[config.mk]
export PLATFORM = sky130hd
export DESIGN_NAME = clock_div_multi
export DESIGN_NICKNAME = d
export VERILOG_FILES = /design/src/rtl/clock_div_multi.sv
export SDC_FILE = /design/constraint.sdc
export NUM_CORES = 1
export LEC_CHECK = 0
export CAP_MARGIN = 0
export CORE_AREA = 2 2 65 67
export CTS_CLUSTER_SIZE = 10
export DETAILED_ROUTE_END_ITERATION = 8
export DIE_AREA = 0 0 67 69
export PLACE_DENSITY = 0.7
export SLEW_MARGIN = 20
export SYNTH_ARGS = -nofsm -noshare
export SYNTH_HDL_FRONTEND = slang
export SYNTH_SLANG_ARGS = --single-unit
[constraint.sdc]
create_clock -name in -period 2.03 [get_ports in]
set_clock_uncertainty 0.2 [all_clocks]
set_input_delay 0.406 -clock in [delete_from_list [all_inputs] [get_ports in]]
set_output_delay 0.406 -clock in [all_outputs]
set_load 0.03 [all_outputs]
[src/rtl/clock_div_multi.sv]
// Multi-channel programmable clock divider with per-channel bypass and a shared phase-align sync.
// Each channel produces a D-cycle divided clock, high for ceil(D/2) cycles, plus a period-start tick.
module clock_div_multi #(
   parameter int unsigned SIZE = 3,
   parameter int unsigned NCH  = 2
) (
   input  logic                in,
   input  logic                reset,
   input  logic [NCH*SIZE-1:0] N,
   input  logic [NCH-1:0]      enable,
   input  logic                sync,
   output logic [NCH-1:0]      out,
   output logic [NCH-1:0]      tick,
   output logic [NCH-1:0]      running
);

   localparam int unsigned W = SIZE + 1;

   typedef enum logic [1:0] {
      IDLE = 2'd0,
      RUN  = 2'd1,
      BYP  = 2'd2
   } state_t;

   state_t          state    [NCH];
   state_t          state_nx [NCH];
   logic [SIZE-1:0] cnt      [NCH];
   logic [SIZE-1:0] cnt_nx   [NCH];
   logic [SIZE-1:0] act      [NCH];
   logic [SIZE-1:0] act_nx   [NCH];
   logic [SIZE-1:0] div      [NCH];
   logic [NCH-1:0]  q;
   logic [NCH-1:0]  q_nx;
   logic [NCH-1:0]  tick_q;
   logic [NCH-1:0]  tick_nx;
   logic [NCH-1:0]  start;

   // State register; all channel state lives here and updates on the source clock.
   always_ff @(posedge in) begin
      if (reset) begin
         for (int c = 0; c < NCH; c++) begin
            state[c] <= IDLE;
            cnt[c]   <= '0;
            act[c]   <= '0;
         end
         q      <= '0;
         tick_q <= '0;
      end else begin
         for (int c = 0; c < NCH; c++) begin
            state[c] <= state_nx[c];
            cnt[c]   <= cnt_nx[c];
            act[c]   <= act_nx[c];
         end
         q      <= q_nx;
         tick_q <= tick_nx;
      end
   end

   // Next-state logic; a period start latches N so the running period always uses the old divisor.
   always_comb begin
      start   = '0;
      q_nx    = q;
      tick_nx = tick_q;
      for (int c = 0; c < NCH; c++) begin
         state_nx[c] = state[c];
         cnt_nx[c]   = cnt[c];
         act_nx[c]   = act[c];
         div[c]      = N[c*SIZE +: SIZE];

         case (state[c])
            IDLE: begin
               q_nx[c]    = 1'b0;
               tick_nx[c] = 1'b0;
               if (enable[c]) start[c] = 1'b1;
            end
            RUN: begin
               if (sync) begin
                  start[c] = 1'b1;
               end else if (cnt[c] == act[c] - SIZE'(1)) begin
                  if (enable[c]) begin
                     start[c] = 1'b1;
                  end else begin
                     state_nx[c] = IDLE;
                     cnt_nx[c]   = '0;
                     q_nx[c]     = 1'b0;
                     tick_nx[c]  = 1'b0;
                  end
               end else begin
                  cnt_nx[c]  = cnt[c] + SIZE'(1);
                  q_nx[c]    = (W'(cnt[c]) + W'(1)) < ((W'(act[c]) + W'(1)) >> 1);
                  tick_nx[c] = 1'b0;
               end
            end
            BYP: begin
               tick_nx[c] = 1'b1;
               if (!enable[c]) begin
                  state_nx[c] = IDLE;
                  q_nx[c]     = 1'b0;
                  tick_nx[c]  = 1'b0;
               end else if (div[c] >= SIZE'(2)) begin
                  start[c] = 1'b1;
               end
            end
            default: begin
               state_nx[c] = IDLE;
               q_nx[c]     = 1'b0;
               tick_nx[c]  = 1'b0;
            end
         endcase

         if (start[c]) begin
            act_nx[c]  = div[c];
            cnt_nx[c]  = '0;
            tick_nx[c] = 1'b1;
            if (div[c] <= SIZE'(1)) begin
               state_nx[c] = BYP;
               q_nx[c]     = 1'b0;
            end else begin
               state_nx[c] = RUN;
               q_nx[c]     = 1'b1;
            end
         end
      end
   end

   // Output select is the registered state, so passthrough switches only at a rising edge of in.
   always_comb begin
      for (int c = 0; c < NCH; c++) begin
         out[c]     = !reset && ((state[c] == BYP) ? in : q[c]);
         tick[c]    = !reset && tick_q[c];
         running[c] = !reset && (state[c] != IDLE);
      end
   end

endmodule

; Word-level counts from Yosys, hierarchy flattened
; Memories as Yosys holds them, arrays and structs flattened.
; Cells that the tools add are included.
[classes]
n_eq_ne = 10
bitwise_logic = 6
n_addsub = 8
muxes = 69
n_lt_le_gt_ge = 6
reduce_logical = 13
[ops]
columns = operator, n
row1 = $mux W3, 16
row2 = $mux W1, 33
row3 = $mux W2, 12
row4 = $add A3 B1 Y4 const B, 4
row5 = $pmux W2 S3, 2
row6 = $lt A4 B3 Y1, 2
row7 = $ne A4 B4 Y1 const B, 2
row8 = $pmux W1 S2, 4
row9 = $add A3 B1 Y3 const B, 2
row10 = $eq A3 B3 Y1, 2
row11 = $ge A3 B2 Y1 const B, 2
row12 = $le A3 B1 Y1 const B, 2
row13 = $logic_and A1 B1 Y1, 6
row14 = $ne A3 B3 Y1 const B, 2
row15 = $or A1 B1 Y1, 6
row16 = $pmux W1 S3, 2
row17 = $sub A3 B1 Y3 const B, 2
row18 = $eq A2 B1 Y1 const B, 2
row19 = $eq A2 B2 Y1 const B, 2
row20 = $logic_not A2 Y1, 2
row21 = $reduce_and A2 Y1, 2
row22 = $reduce_bool A2 Y1, 2
row23 = $logic_not A1 Y1, 1
[totals]
output_inout_bits = 6
register_bits = 4
mem_count = 3
word_cells = 119
in_bits = 11
ram_bits = 16
[mem_list]
columns = memory, depth, word_bits, read_ports, rd_ports_with_merged_regs, wr, line
row1 = act, 2, 3, 2, 0, 2, 29  ; logic [SIZE-1:0] act [NCH];
row2 = cnt, 2, 3, 2, 0, 2, 27  ; logic [SIZE-1:0] cnt [NCH];
row3 = state, 2, 2, 2, 0, 2, 25  ; state_t state [NCH];

; Depth between registers and ports, before layout
; Gate-level depths: netlist of the first run.
[logic_depth]
word_depth = 7
depth_mapped = 9
depth_no_buf = 8

==> flow_metrics.tcl, run 1 <==
set metrics [dict create \
    setup_tns_ns -0.4376 \
    ant_nets 0 \
    crit_buf_inv 3 \
    cp-start-kind "clock port" \
    end_kind "output pin" \
    syn_inst 195 \
    ys_top_cells_by_area "dfxtp_1, ha_1, nor2_1, mux2i_1, xnor2_1" \
    gp_congestion 0.8390 \
    grt_usage 0.2125 \
    nNetsFinal 288 \
    max-vdd-ir-drop_mv 0.4390 \
    diodes 0 \
    cts_tree "built" \
    dpl.hpwl_um 3075 \
    path_clk_slew_ns 0.08 \
    placementRows 23 \
    avgViaCountPerCell 5.266 \
    grt_pass1_vias 1702 \
    yosysTopAreaCell "dfxtp_1" \
    layout_setup_ws_ns -0.1715 \
    syn_avg_cell_area_sq_um 8.348 \
    num_vias 1622 \
    avgRoutedWirePerCell_um 14.42 \
    die_w_um 67 \
    critical_path.max_stage_delay_ns 0.15 \
    relSlewSlack 0.7931 \
    initial_utilization 0.4159 \
    grt_antenna_before_repair 0 \
    worstHoldPathType "flip-flop to flip-flop" \
    rsz0062_at_grt "yes" \
    drtIter0Drc 55 \
    yosysMostFrequentCell "nor2_1" \
    synth_area_sq_um 1628 \
    crit_chain "buf_8, clkbuf_8, mux2i_4, nor2_2, buf_6" \
    drv_slew 0 \
    synth-edff-count 0 \
    hold_viol 0 \
    ys_types 49 \
    violations "negative setup slack" \
    instances_no_fill 308 \
    core_sq_um 3914 \
    die_height_um 69 \
    grt_overflow 0 \
    ys_top_cells_by_count "nor2_1, dfxtp_1, ha_1" \
    async_reset_ff_frac 0 \
    ys_seq_area_frac 0.2460 \
    portBuffers 16 \
    grt_max_degree 24 \
    worst_ep_arrival_time_ns 1.60 \
    fillers 323 \
    outcome "finished, violations left" \
    dp_cells 296 \
    worstPathRequired_ns 1.42 \
    synth-seq-cells 20 \
    p_leak_nw 1.053 \
    synth_nets 224 \
    power_density_nw_per_um2 768.3 \
    slowest_stage "mux2i_4" \
    die_area_sq_um 4623 \
    setup_viol 5 \
    synth_top_area_frac 0.2460 \
    cp_top_family "buffers and inverters" \
    crit_path_max_fanout 2 \
    cts.hold.buffers_added 0 \
    clock_latency_ns 0.37 \
    drt_first_pass_iters 4 \
    max_cap_violations 0 \
    drc 0 \
    area_growth_pct 56.96 \
    drive_above_1_share 0.4186 \
    synth_flop_cell "dfxtp_1" \
    crit_type "clock port to output pin" \
    ys_warn_count 0 \
    io_pins 17 \
    grt_pass1_wl_um 7431 \
    worstMarginPinSlew_ns 0.3075 \
    wirelength_um 4442 \
]
[metal layers]
metal / share of wire / up-vias / wire length (um) / track usage
li1: - / 814 / - / -
met1: 0.42 / 763 / 1869 / 0.2380
met2: 0.51 / 36 / 2276 / 0.3509
met3: 0.049 / 9 / 217 / 0.07178
met4: 0.018 / 0 / 78 / 0.1043
met5: 0 / - / 0 / 0
[cell usage in the layout, fill, tap and decap left out, types with 3 or more instances in the layout]
master | synthesis | layout
a21oi_1 | 10 | 8
a31oi_1 | 5 | 4
buf_4 | 0 | 41
buf_6 | 2 | 12
clkbuf_8 | 0 | 5
clkdlybuf4s50_1 | 0 | 10
dfxtp_1 | 20 | 12
dfxtp_2 | 0 | 8
ha_1 | 18 | 10
ha_4 | 0 | 6
inv_1 | 12 | 6
inv_2 | 0 | 6
mux2i_1 | 8 | 7
nand2_1 | 13 | 12
nand2b_1 | 5 | 5
nand3_1 | 6 | 6
nand3b_1 | 3 | 3
nor2_1 | 23 | 18
nor2_2 | 0 | 3
nor3_1 | 5 | 5
o21ai_0 | 5 | 3
[tightest hold or removal path, delay by kind of cell (launching register included)]
family / cells / cell delay [ns]
flip-flops: 1 / 0.36
AND/OR/NAND/NOR: 1 / 0.07
multiplexers: 1 / 0.07
[through the flow]
step           power (mW)  setup slack, ns    util  cell area (sq um)  hold WS [ns]
6_report            1.963          -0.1715  0.6528               2555        0.3326
5_1_grt             2.075          -0.2024  0.6528               2555        0.3800
4_1_cts             1.868          -0.2041  0.6109               2391        0.3162
3_5_place_dp        1.116          -0.3232  0.5435               2127        0.3187
3_3_place_gp        1.103          -0.3218  0.5435               2127        0.3109
2_1_floorplan      0.8626         -0.02908       -               1635        0.2836
[report_power, final]
group          leakage (nW)  internal (mW)  switching [mW]
Clock                0.0853          0.476           0.225
Combinational         0.801          0.420           0.373
Sequential            0.167          0.436          0.0323
Total                  1.05           1.33           0.630
[flip-flops by register name, summed over array words and instances (netlist names)]
register,flops
tick_q,2
state,4
q,2
act,6
cnt,6
[cells by family after synthesis]
logic type	after synthesis	share of synthesized area
flops	20	0.2460
buf+inv	21	0.05918
fa+ha+maj	18	0.1384
compound gates	42	0.1814
xor+xnor	10	0.07302
simple gates	76	0.2529
mux	8	0.04919
[final timing paths]
path / from / to / slack (ns) / cells after the start
max: in / out[0] / -0.17 / 5
max reg2reg: act[0][0]$_SDFFE_PP0P_ / q[0]$_SDFFE_PP0P_ / 0 / 9
min: act[0][0]$_SDFFE_PP0P_ / act[0][0]$_SDFFE_PP0P_ / 0.33 / 2
min reg2reg: act[0][0]$_SDFFE_PP0P_ / act[0][0]$_SDFFE_PP0P_ / 0.33 / 2
[final cells by class]
| cell class | instances | area (sq um) | share of cell area |
|---|---|---|---|
| multi-input cells | 154 | 1345 | 0.5264 |
| repair buffers | 62 | 544.3 | 0.2130 |
| flip-flops and latches | 20 | 410.4 | 0.1606 |
| clock buffers | 9 | 117.6 | 0.04603 |
| well taps | 50 | 62.56 | 0.02449 |
| inverters | 12 | 45.04 | 0.01763 |
| clock inverters | 1 | 30.03 | 0.01175 |
[repair_timing]
item,4_1_cts,5_1_grt
gates cloned,0,0
buffers inserted,3,1
resized for setup,34,46
endpoints found under the setup margin,21,26
pin swaps,5,28
Power figures use the tool's default switching activity.
==> inputs of run 2 (changes only) <==
--- a/config.mk
+++ b/config.mk
@@ -6,11 +6,11 @@
 export NUM_CORES = 1
 export LEC_CHECK = 0
 export CAP_MARGIN = 0
-export CORE_AREA = 2 2 65 67
+export CORE_AREA = 2 2 60 62
 export CTS_CLUSTER_SIZE = 10
 export DETAILED_ROUTE_END_ITERATION = 8
-export DIE_AREA = 0 0 67 69
-export PLACE_DENSITY = 0.7
+export DIE_AREA = 0 0 62 64
+export PLACE_DENSITY = 0.8
 export SLEW_MARGIN = 20
 export SYNTH_ARGS = -nofsm -noshare
 export SYNTH_HDL_FRONTEND = slang
==> run 2 against run 1 <==
  * The run still ends with negative setup slack left
  * Largest cell class unchanged
  * Sequential share of layout area is 0.054 points higher
  * Setup slack got worse by 0.013 ns
  * Highest routed layer unchanged
  * Critical endpoint is now out[1]
  * Power down 4.5%
  * Hold slack improved by 0.0072 ns
==> flow_metrics.tcl, run 2 (same netlist as run 1, synthesis figures left out) <==
set metrics [dict create \
    outcome "finished, violations left" \
    violations "negative setup slack" \
    hold_ws_ns 0.3398 \
    grt_pass1_wl_um 7962 \
    end_kind "output pin" \
    setup_viol 18 \
    top_regs "act x6, cnt x6, state x4" \
    drt_first_pass_iters 4 \
    die_w_um 62 \
    io_pins 17 \
    hold_path_end "tick_q[0]$_SDFFE_PP0P_" \
    area_growth_pct 58.34 \
    instances_no_fill 310 \
    worstHoldStart "tick_q[0]$_SDFFE_PP0P_" \
    path_clk_slew_ns 0.13 \
    initial_utilization 0.4956 \
    clock_latency_ns 0.43 \
    worstMarginPinSlew_ns 0.3852 \
    grt_usage 0.2750 \
    hold_depth 2 \
    placed_area_sq_um 2130 \
    worst_ep_arrival_time_ns 1.61 \
    drive_above_1_share 0.4697 \
    ant_nets 0 \
    max-vdd-ir-drop_mv 0.5744 \
    r2r-end "state[0][1]$_SDFFE_PP0P_" \
    crit_type "clock port to output pin" \
    final_common_cell "buf_4" \
    drtIter0Drc 122 \
    cts.hold.buffers_added 0 \
    p_leak_nw 1.078 \
    r2r_cells 9 \
    design_area_sq_um 2577 \
    placementRows 21 \
    power_density_nw_per_um2 727.2 \
    diodes 0 \
    setup_tns_ns -1.204 \
    dp_cells 293 \
    rsz0062_at_grt "yes" \
    portBuffers 16 \
    dpl.hpwl_um 3082 \
    gp_congestion 0.8407 \
    grt_antenna_before_repair 0 \
    die_height_um 64 \
    cp-start-kind "clock port" \
    num_vias 1787 \
    crit_path_max_fanout 2 \
    layout_setup_ws_ns -0.1845 \
    die_area_sq_um 3968 \
    fin_util 0.7848 \
    r2r_setup_slack_ns -0.10 \
    hold_viol 0 \
    cts_tree "built" \
    worstPathRequired_ns 1.42 \
    grt_pass1_vias 1717 \
    drv_slew 0 \
    avgViaCountPerCell 5.765 \
    nNetsFinal 294 \
    relSlewSlack 0.7419 \
    timing.rr.start "state[0][0]$_SDFFE_PP0P_" \
    avgRoutedWirePerCell_um 18.32 \
    grt_max_degree 16 \
    core_sq_um 3284 \
    final_cell_mix "buf_4, nor2_1, dfxtp_1" \
    wirelength_um 5678 \
    cp-startpoint "in" \
    grt_overflow 0 \
    max_cap_violations 0 \
    worstHoldPathType "flip-flop to flip-flop" \
    drc 0 \
]
==> run 2: cell types whose count changed in the layout (fill, tap and decap cells not counted), sizes merged <==
cell,delta
buf,+6
bufinv,-1
clkbuf,+1
==> run 2: area by class of cell <==
class / instances / area (sq um)
well taps: 46 / 57.56
repair buffers: 68 / 569.3
flip-flops and latches: 20 / 415.4
fillers: 176 / 706.9
inverters: 12 / 47.55
clock buffers: 10 / 106.4
multi-input cells: 154 / 1381
==> run 2: how the worst max path moves through the flow <==
stage	end	slack, ns	depth (start not counted)
floorplan	state[0][2]$_SDFFE_PP0P_	-0.03	7
global placement	out[0]	-0.32	3
detailed placement	out[0]	-0.33	3
CTS	out[0]	-0.22	5
global route	out[1]	-0.20	5
finish	out[1]	-0.18	5
==> run 2: worst max-delay path, cell delays in order <==
cell	delay [ns]
buf_8	0.10
buf_8	0.10
mux2i_1	0.13
nor2_1	0.08
buf_4	0.18
==> run 2: repair_timing <==
action | 4_1_cts | 5_1_grt
endpoints found under the setup margin | 23 | 22
buffers inserted | 6 | 4
gates resized for setup | 50 | 42
pin swaps | 15 | 18
==> run 2: layer usage <==
metal	global-route usage	routed length [um]	vias up
li1	-	-	832
met5	0	0	-
met3	0.08907	514	20
met4	0.1410	165	0
met2	0.4010	2724	96
met1	0.3538	2273	839
==> run 2: through the flow <==
stage | setup slack, ns | power [mW]
final | -0.1845 | 1.874
after global routing | -0.1995 | 1.951
after CTS | -0.2249 | 1.685
after detailed placement | -0.3252 | 1.119
after global placement | -0.3236 | 1.102
after floorplan | -0.02908 | 0.8626
==> run 2: report_power, final <==
group	internal, mW	leakage [nW]	switching (mW)
sequential	0.437	0.167	0.0366
clock	0.303	0.0688	0.226
combinational	0.440	0.842	0.432
==> inputs of run 3 (changes only) <==
--- a/config.mk
+++ b/config.mk
@@ -10,6 +10,7 @@
 export CTS_CLUSTER_SIZE = 10
 export DETAILED_ROUTE_END_ITERATION = 8
 export DIE_AREA = 0 0 62 64
+export MAX_ROUTING_LAYER = met4
 export PLACE_DENSITY = 0.8
 export SLEW_MARGIN = 20
 export SYNTH_ARGS = -nofsm -noshare
==> run 3 against run 2 <==
  * The flow still finishes with violations (negative setup slack)
  * Setup slack worse by 0.0042 ns
  * Non-clock buffer count unchanged
  * Combinational power up 0.5%
  * Sequential share of layout area unchanged
  * Routed wire length grew 0.69%
  * First-iteration DRC count increased by 15%
  * Hold slack better by 0.00095 ns
  * Cell count unchanged
  * Power rose by 0.52%
  * Critical path depth unchanged
  * Critical endpoint unchanged
  * Largest cell class unchanged
  * Highest routed layer unchanged
==> flow_metrics.tcl, run 3 (same netlist as run 1, synthesis figures left out) <==
set metrics [dict create \
    r2r-end "state[0][1]$_SDFFE_PP0P_" \
    crit_top_cell "buf_8" \
    cp-start-kind "clock port" \
    setup_tns_ns -1.249 \
    hold_path_end "tick_q[0]$_SDFFE_PP0P_" \
    crit_path_max_fanout 2 \
    die_w_um 62 \
    worstMarginPinSlew_ns 0.3785 \
    grt_pass1_vias 1714 \
    fillers 176 \
    power_density_nw_per_um2 731.0 \
    crit_chain "buf_8, buf_8, mux2i_1, nor2_1, buf_4" \
    drive_above_1_share 0.4697 \
    placementRows 21 \
    p_leak_nw 1.078 \
    gp_congestion 0.8537 \
    outcome "finished, violations left" \
    worstHoldPathType "flip-flop to flip-flop" \
    clock_latency_ns 0.43 \
    slowest_stage "buf_4" \
    relSlewSlack 0.7464 \
    drv_slew 0 \
    timing.rr.start "state[0][0]$_SDFFE_PP0P_" \
    path_clk_slew_ns 0.13 \
    dpl.hpwl_um 3082 \
    dp_cells 293 \
    grt_max_degree 16 \
    worst_ep_arrival_time_ns 1.61 \
    core_sq_um 3284 \
    nNetsFinal 294 \
    initial_utilization 0.4956 \
    avgViaCountPerCell 5.868 \
    setup_viol 18 \
    multi_input_area_sq_um 1381 \
    final_common_cell "buf_4" \
    crit_type "clock port to output pin" \
    critical_path.max_stage_delay_ns 0.18 \
    final_cell_mix "buf_4, nor2_1, dfxtp_1" \
    fin_util 0.7848 \
    grt_antenna_before_repair 0 \
    layout_setup_ws_ns -0.1887 \
    drtIter0Drc 140 \
    end_kind "output pin" \
    hold_depth 2 \
    seqCellArea_sq_um 415.4 \
    grt_pass1_wl_um 7948 \
    rsz0062_at_grt "yes" \
    cts.hold.buffers_added 0 \
    die_height_um 64 \
    avgRoutedWirePerCell_um 18.44 \
    violations "negative setup slack" \
    grt_usage 0.2817 \
    r2r_setup_slack_ns -0.11 \
    max_cap_violations 0 \
    instances_no_fill 310 \
    r2r_cells 9 \
    num_vias 1819 \
    ant_nets 0 \
    hold_ws_ns 0.3408 \
    worstHoldStart "tick_q[0]$_SDFFE_PP0P_" \
    io_pins 17 \
    cts_tree "built" \
    top_regs "act x6, cnt x6, state x4" \
    die_area_sq_um 3968 \
    worstPathRequired_ns 1.42 \
    area_growth_pct 58.34 \
    wirelength_um 5717 \
    drt_first_pass_iters 4 \
    grt_overflow 0 \
    post-place-ws_ns -0.3252 \
    portBuffers 16 \
    drc 0 \
    max-vdd-ir-drop_mv 0.5783 \
    hold_viol 0 \
    diodes 0 \
]
==> run 3: worst max path at each step <==
stage / start / to / slack [ns] / cells past startpoint
detailed placement: in / out[0] / -0.33 / 3
finish: in / out[1] / -0.19 / 5
floorplan: act[0][3]$_SDFFE_PP0P_ / state[0][2]$_SDFFE_PP0P_ / -0.03 / 7
global route: in / out[1] / -0.20 / 5
global placement: in / out[0] / -0.32 / 3
CTS: in / out[0] / -0.22 / 5
==> run 3: layout make-up <==
type	count	share of cell area
multi-input combinational	154	0.5359
tap	46	0.02233
sequential	20	0.1612
inverter	12	0.01845
clock buffer	10	0.04126
timing repair buffer	68	0.2209
==> run 3: metrics by stage <==
stage	total power, mW	cell area [sq um]
5_1_grt	1.950	2577
3_3_place_gp	1.102	2130
4_1_cts	1.685	2385
6_report	1.884	2577
2_1_floorplan	0.8626	1635
3_5_place_dp	1.119	2130
==> run 3: critical path, delay by kind of cell <==
kind | cells | cell delay [ns]
buffers and inverters | 3 | 0.38
muxes | 1 | 0.13
and+or+nand+nor | 1 | 0.09
==> run 3: metal layers <==
| layer | up-vias | GRT usage | part of all wire |
|---|---|---|---|
| met2 | 113 | 0.4010 | 0.47 |
| met4 | 0 | 0.1410 | 0.039 |
| met1 | 845 | 0.3526 | 0.39 |
| met5 | - | - | 0 |
| met3 | 26 | 0.08907 | 0.10 |
| li1 | 835 | - | - |
==> run 3: repair_timing <==
action	4_1_cts	5_1_grt
setup buffers	6	4
setup endpoints to repair	23	22
endpoints found under the hold margin	0	0
gates resized for setup	50	42
pin swaps	15	18
==> run 3: power by group <==
group / switching (mW) / internal, mW
combinational: 0.435 / 0.441
sequential: 0.0365 / 0.437
clock: 0.232 / 0.303
